[src/rtl/algo_16m8d_m70_cpu_regs.sv]
// -----------------------------------------------------------------------------
// algo_16m8d_m70_cpu_regs
// CPU-port register responder for the 16m8d_m70 memory algorithm.
//
// It holds the core configuration (bp_thr, bp_hys, ena_rand) and collects
// map-access ECC statistics. These are a saturating single-bit count, a
// saturating double-bit count, and the physical address of the first
// double-bit error, which stays fixed until software clears it.
//
// Ports:
//   clk, rst          single clock, synchronous active-high reset
//   ready             live core ready status (readable at STATUS)
//   ma_vld/serr/derr  per-port map-access valid and ECC error flags
//   ma_padr           per-port physical address, BITVROW+2 bits per port
//   grpmt             live per-bank group-empty status (readable at GRPMT)
//   cp_read/cp_write  CPU strobes; cp_adr word address, cp_din write data
//   cp_vld/cp_dout    read response, CP_DELAY cycles after cp_read
//   bp_thr/bp_hys     backpressure threshold / hysteresis to the core
//   ena_rand          randomisation enable to the core
// -----------------------------------------------------------------------------
module algo_16m8d_m70_cpu_regs #(
    parameter int NUMMAPT    = 16,
    parameter int NUMVBNK    = 8,
    parameter int BITVROW    = 11,
    parameter int BITCPAD    = 10,
    parameter int CPUWDTH    = 54,
    parameter int CNTWDTH    = 16,
    parameter int CP_DELAY   = 1,
    parameter int BP_THR_RST = 1024,
    parameter int BP_HYS_RST = 16
) (
    input  logic                          clk,
    input  logic                          rst,
    input  logic                          ready,
    input  logic [NUMMAPT-1:0]            ma_vld,
    input  logic [NUMMAPT-1:0]            ma_serr,
    input  logic [NUMMAPT-1:0]            ma_derr,
    input  logic [NUMMAPT*(BITVROW+2)-1:0] ma_padr,
    input  logic [NUMVBNK-1:0]            grpmt,
    input  logic                          cp_read,
    input  logic                          cp_write,
    input  logic [BITCPAD-1:0]            cp_adr,
    input  logic [CPUWDTH-1:0]            cp_din,
    output logic                          cp_vld,
    output logic [CPUWDTH-1:0]            cp_dout,
    output logic [BITVROW:0]              bp_thr,
    output logic [BITVROW:0]              bp_hys,
    output logic                          ena_rand
);

    localparam int PADW = BITVROW + 2;
    localparam int POPW = $clog2(NUMMAPT + 1);

    localparam logic [BITCPAD-1:0] ADR_CTRL  = BITCPAD'(4'h0);
    localparam logic [BITCPAD-1:0] ADR_THR   = BITCPAD'(4'h1);
    localparam logic [BITCPAD-1:0] ADR_HYS   = BITCPAD'(4'h2);
    localparam logic [BITCPAD-1:0] ADR_SERR  = BITCPAD'(4'h3);
    localparam logic [BITCPAD-1:0] ADR_DERR  = BITCPAD'(4'h4);
    localparam logic [BITCPAD-1:0] ADR_EADR  = BITCPAD'(4'h5);
    localparam logic [BITCPAD-1:0] ADR_GRPMT = BITCPAD'(4'h6);
    localparam logic [BITCPAD-1:0] ADR_STAT  = BITCPAD'(4'h7);

    // Number of set bits in a per-port flag vector.
    function automatic logic [POPW-1:0] popcount(input logic [NUMMAPT-1:0] v);
        logic [POPW-1:0] cnt;
        cnt = '0;
        for (int i = 0; i < NUMMAPT; i++) begin
            cnt = cnt + POPW'(v[i]);
        end
        return cnt;
    endfunction

    // Counter add that sticks at all-ones instead of wrapping.
    function automatic logic [CNTWDTH-1:0] sat_add(input logic [CNTWDTH-1:0] base,
                                                   input logic [POPW-1:0]    inc);
        logic [CNTWDTH:0] sum;
        sum = {1'b0, base} + (CNTWDTH+1)'(inc);
        if (sum[CNTWDTH]) begin
            return {CNTWDTH{1'b1}};
        end else begin
            return sum[CNTWDTH-1:0];
        end
    endfunction

    logic                 r_ena_rand;
    logic [BITVROW:0]     r_bp_thr;
    logic [BITVROW:0]     r_bp_hys;
    logic [CNTWDTH-1:0]   r_serr_cnt;
    logic [CNTWDTH-1:0]   r_derr_cnt;
    logic [PADW-1:0]      r_err_adr;
    logic                 r_err_adr_vld;
    logic                 r_vld_pipe [CP_DELAY];
    logic [CPUWDTH-1:0]   r_dat_pipe [CP_DELAY];

    logic [NUMMAPT-1:0]   w_serr_q;
    logic [NUMMAPT-1:0]   w_derr_q;
    logic                 w_clr_serr;
    logic                 w_clr_derr;
    logic                 w_clr_eadr;
    logic [PADW-1:0]      w_first_padr;
    logic                 w_rd_acc;
    logic [CPUWDTH-1:0]   w_rd_data;
    logic                 w_unused_din;

    // A double error on a port masks its single error.
    assign w_serr_q = ma_vld & ma_serr & ~ma_derr;
    assign w_derr_q = ma_vld & ma_derr;

    assign w_clr_serr = cp_write && (cp_adr == ADR_SERR);
    assign w_clr_derr = cp_write && (cp_adr == ADR_DERR);
    assign w_clr_eadr = cp_write && (cp_adr == ADR_EADR);

    // A read colliding with a write is dropped.
    assign w_rd_acc = cp_read && !cp_write;

    assign w_unused_din = ^cp_din[CPUWDTH-1:BITVROW+1];

    // Address slice of the lowest-index port reporting a double error.
    always_comb begin
        w_first_padr = '0;
        for (int i = NUMMAPT - 1; i >= 0; i--) begin
            if (w_derr_q[i]) begin
                w_first_padr = ma_padr[i*PADW +: PADW];
            end else begin
                w_first_padr = w_first_padr;
            end
        end
    end

    // Read data mux, sampled from current register state.
    always_comb begin
        w_rd_data = '0;
        case (cp_adr)
            ADR_CTRL:  w_rd_data = CPUWDTH'(r_ena_rand);
            ADR_THR:   w_rd_data = CPUWDTH'(r_bp_thr);
            ADR_HYS:   w_rd_data = CPUWDTH'(r_bp_hys);
            ADR_SERR:  w_rd_data = CPUWDTH'(r_serr_cnt);
            ADR_DERR:  w_rd_data = CPUWDTH'(r_derr_cnt);
            ADR_EADR:  w_rd_data = CPUWDTH'({r_err_adr_vld, r_err_adr});
            ADR_GRPMT: w_rd_data = CPUWDTH'(grpmt);
            ADR_STAT:  w_rd_data = CPUWDTH'(ready);
            default:   w_rd_data = '0;
        endcase
    end

    // Configuration registers written by the CPU.
    always_ff @(posedge clk) begin
        if (rst) begin
            r_ena_rand <= 1'b0;
            r_bp_thr   <= (BITVROW+1)'(BP_THR_RST);
            r_bp_hys   <= (BITVROW+1)'(BP_HYS_RST);
        end else if (cp_write) begin
            case (cp_adr)
                ADR_CTRL: r_ena_rand <= cp_din[0];
                ADR_THR:  r_bp_thr   <= cp_din[BITVROW:0];
                ADR_HYS:  r_bp_hys   <= cp_din[BITVROW:0];
                default:  r_ena_rand <= r_ena_rand;
            endcase
        end
    end

    // Saturating error counters; a write-clear restarts from this cycle's count.
    always_ff @(posedge clk) begin
        if (rst) begin
            r_serr_cnt <= '0;
            r_derr_cnt <= '0;
        end else begin
            r_serr_cnt <= sat_add(w_clr_serr ? '0 : r_serr_cnt, popcount(w_serr_q));
            r_derr_cnt <= sat_add(w_clr_derr ? '0 : r_derr_cnt, popcount(w_derr_q));
        end
    end

    // First double-error address capture; sticky until write-cleared.
    always_ff @(posedge clk) begin
        if (rst) begin
            r_err_adr     <= '0;
            r_err_adr_vld <= 1'b0;
        end else if ((w_clr_eadr || !r_err_adr_vld) && (|w_derr_q)) begin
            r_err_adr     <= w_first_padr;
            r_err_adr_vld <= 1'b1;
        end else if (w_clr_eadr) begin
            r_err_adr     <= '0;
            r_err_adr_vld <= 1'b0;
        end
    end

    // Read response pipeline, CP_DELAY stages; data is zero in empty stages.
    always_ff @(posedge clk) begin
        if (rst) begin
            for (int i = 0; i < CP_DELAY; i++) begin
                r_vld_pipe[i] <= 1'b0;
                r_dat_pipe[i] <= '0;
            end
        end else begin
            r_vld_pipe[0] <= w_rd_acc;
            r_dat_pipe[0] <= w_rd_acc ? w_rd_data : '0;
            for (int i = 1; i < CP_DELAY; i++) begin
                r_vld_pipe[i] <= r_vld_pipe[i-1];
                r_dat_pipe[i] <= r_dat_pipe[i-1];
            end
        end
    end

    // The response is masked while rst is high so that a reset in the cycle
    // following a read suppresses its pulse.
    assign cp_vld   = r_vld_pipe[CP_DELAY-1] & ~rst;
    assign cp_dout  = r_dat_pipe[CP_DELAY-1] & {CPUWDTH{~rst}};
    assign bp_thr   = r_bp_thr;
    assign bp_hys   = r_bp_hys;
    assign ena_rand = r_ena_rand;

endmodule

[config.mk]
export PLATFORM = sky130hd
export DESIGN_NAME = algo_16m8d_m70_cpu_regs
export DESIGN_NICKNAME = d
export VERILOG_FILES = /design/src/rtl/algo_16m8d_m70_cpu_regs.sv
export SDC_FILE = /design/constraint.sdc
export NUM_CORES = 1
export LEC_CHECK = 0
export CORE_AREA = 2 2 159 161
export CTS_CLUSTER_SIZE = 40
export DETAILED_ROUTE_END_ITERATION = 16
export DIE_AREA = 0 0 161 163
export PLACE_DENSITY = 0.61
export SLEW_MARGIN = 15
export SYNTH_ARGS = -nofsm -noshare
export SYNTH_HDL_FRONTEND = slang
export SYNTH_SLANG_ARGS = --single-unit
[constraint.sdc]
create_clock -name clk -period 15 [get_ports clk]
set_clock_uncertainty 0.2 [all_clocks]
set_input_delay 3 -clock clk [delete_from_list [all_inputs] [get_ports clk]]
set_output_delay 3 -clock clk [all_outputs]
set_load 0.005 [all_outputs]
==> metrics.cfg <==
[timing]
hold_violations=0
rsz0062_at_grt=false
max_freq_mhz=104.9
period_minus_slack_ns=9.532
setup_viol=0
worst_hold_slack_ns=0.2766
fin_setup_tns_ns=0
worst_pin_slew_ns=1.188
relSlewSlack_pct=20.22
final.period_utilization_pct=63.55
final_max_slew_viol_count=0

[clock_network]
htreeDepth=3
cts_max_path_buffers=2
cts_made_buffers=9
clk_pin_slew_ns=0.07
cts_tree=yes
cts_setup_buffers=0
cts.sinks=88
cts_resized=0
insertion_delay_ns=0.34
cts.hold.buffers_added=0
root_buffer=clkbuf_16

[drt]
drtPass1Iterations=8
antenna_left=0
drt-initial-drc-count=695
wl_per_cell_microns=21.06
wl_microns=31530
viasPerCell=5.205
vias=7792
drc_errors=0

[synthesis]
synth.distinct_cells=54
synth_xor_area_share_pct=3.066
synth_compound_area_share_pct=29.69
synthCells=863
ys_ff_latch=88
synth_edf_count=0
synth_area_leaders=dfxtp_1 (26%), fa_1 (7.0%), a21oi_1 (6.1%)
synth_top_family_by_area=compound AO/OA/AOI/OAI gates
synth_common_cells=nand2_1 (103), dfxtp_1 (88), a21oi_1 (84)
synth_top_cell_area_share_pct=25.69
synthArstFlopShare_pct=0
synth_top_area_cell=dfxtp_1
synthSimpleGateAreaFrac_pct=20.51
syn_area_sq_um=6857
yosys.area_share.adder_pct=10.11
syn-mean-instance-area_sq_um=7.945
synth_most_common_cell=nand2_1
ys_seq_area_share_pct=25.69
synthMuxAreaShare_pct=1.442
synth-main-ff-cell=dfxtp_1
yosysWarnings=0

[place]
gp_congestion=0.9194
port_buffers=332
hpwl_microns=25800
place_area_sq_um=10310

[worst_hold_path]
hp-class=register to register
min_path_cells=2
holdPathEnd=bp_thr[11]$_SDFFE_PP0P_
min_from=bp_thr[11]$_SDFFE_PP0P_

[global_routing]
antenna_found_initial=0
grt_pass1_wl_microns=46240
grt_pass1_vias=7877
grt_max_degree=65
grt_overflow=0
grt_usage_pct=23.37

[setup_path]
r2r-end=r_derr_cnt[9]$_SDFF_PP0_
r2r_cells=13
startpoint_type=input pin
worstPathRequired_ns=15.01
critPathCaptureType=register
rrSetupSlack_ns=10.09
criticalPathCategory=input pin to register
rr_startpoint=r_derr_cnt[0]$_SDFF_PP0_
worst-path-max-fanout=17
startpoint=cp_adr[7]
worstPathArrival_ns=9.54

[floorplanning]
initial_core_util_pct=27.79
die_h_microns=163
ioPinCount=413
coreArea_sq_um=24670
fp-row-count=58
dieWidth_microns=161
die_area_sq_um=26240

[power_and_ir_drop]
clock_power_share_pct=26.8
swShare_pct=33.05
switching_power_uw=269.0
p_int_uw=544.8
p_comb_share_pct=41.3
leakage_uw=0.003940
ir_drop_mv=0.06043
power-per-cell-area_nw_per_um2=76.77
seq_power_share_pct=31.9

[finish]
drive_above_1_share_pct=4.456
syn_to_final_growth_pct=54.60
finalNetCount=1536
design_area_sq_um=10600
utilization_pct=42.96
antenna_cells=0

[job]
maxCapViolations=0

[status]
status=completed

-- critical path, cell delays in order --
cell             delay, ns
clkdlybuf4s50_1       0.42
or4_1                 0.70
nor4_4                0.83
nand2_1               0.33
nand2_1               0.21
fa_1                  0.45
fa_1                  0.49
inv_1                 0.05
fa_1                  0.46
fa_1                  0.45
fa_1                  0.48
a21o_1                0.19
a21o_1                0.19
a21oi_1               0.48
nand3b_1              0.34
nand2b_1              0.33
o21ai_0               0.14
-- registers in the layout, summed over array words and instances, names as in the netlist --
register / count
bp_hys: 12
bp_thr: 12
ena_rand: 1
r_dat_pipe: 16
r_derr_cnt: 16
r_err_adr: 13
r_err_adr_vld: 1
r_serr_cnt: 16
r_vld_pipe: 1
-- area by class of cell --
class,instances,area [sq um]
clock buffers,13,260.3
fillers,2551,14070
multi-input cells,680,4593
clock inverters,3,25.02
inverters,41,153.9
repair buffers,342,3393
flip-flops and latches,88,1762
well taps,330,412.9
-- metal layers --
layer	routed length, microns	track usage (%)	vias up
met5	0	0	-
met4	808	7.143	0
met3	2470	4.431	40
met2	15120	40.21	368
met1	13130	29.68	3678
li1	-	-	3706
-- metrics by stage --
stage	total power (uW)	std cells	worst slack [ns]
6_report	813.8	1497	5.468
5_1_grt	867.7	1497	5.124
4_1_cts	819.8	1497	5.463
3_5_place_dp	601.1	1481	5.101
3_3_place_gp	598.3	1481	5.220
2_1_floorplan	464.4	900	6.854
-- power by group through the flow --
stage	combinational, uW	clock (uW)	sequential (uW)
2_1_floorplan	206	0	258
3_3_place_gp	334	0	265
3_5_place_dp	336	0	265
4_1_cts	339	221	260
5_1_grt	376	231	261
6_report	336	218	260
-- cell families (layout without fill, tap and decap cells) --
family,count (synthesis),after routing
compound gates,279,279
fa+ha+maj,41,41
mux,9,9
flops,88,88
xor+xnor,24,24
buf+inv,132,399
simple gates,289,289
other cells,1,38
-- how the worst max path moves through the flow --
| stage | to | slack, ns | depth (start not counted) |
|---|---|---|---|
| 2_1_floorplan | r_derr_cnt[10]$_SDFF_PP0_ | 6.85 | 17 |
| 3_3_place_gp | r_derr_cnt[10]$_SDFF_PP0_ | 5.22 | 17 |
| 3_5_place_dp | r_derr_cnt[9]$_SDFF_PP0_ | 5.10 | 17 |
| 4_1_cts | r_derr_cnt[9]$_SDFF_PP0_ | 5.46 | 17 |
| 5_1_grt | r_derr_cnt[11]$_SDFF_PP0_ | 5.12 | 17 |
| 6_report | r_derr_cnt[9]$_SDFF_PP0_ | 5.47 | 17 |
-- cells in the final DEF, fill, tap and decap left out, drive strengths merged, types with 3 or more instances in the layout --
| cell type | instances |
|---|---|
| and2 | 16 |
| nand2 | 104 |
| a221oi | 27 |
| o21bai | 3 |
| a21oi | 84 |
| o22ai | 33 |
| a22oi | 53 |
| clkdlybuf4s50 | 331 |
| nor2 | 65 |
| nor3 | 21 |
| o21ai | 10 |
| a211oi | 4 |
| nand3 | 18 |
| nor2b | 21 |
| and3 | 9 |
| dfxtp | 88 |
| a222oi | 17 |
| a21o | 6 |
| conb | 38 |
| xor2 | 10 |
| mux2 | 7 |
| fa | 24 |
| buf | 11 |
| inv | 42 |
| nand4 | 6 |
| ha | 17 |
| clkbuf | 13 |
| xnor2 | 14 |
| nand3b | 12 |
| nand2b | 3 |
| o221ai | 13 |
| o41ai | 14 |
| o31a | 13 |
| nor4 | 4 |
(Power assumes the default switching activity.)
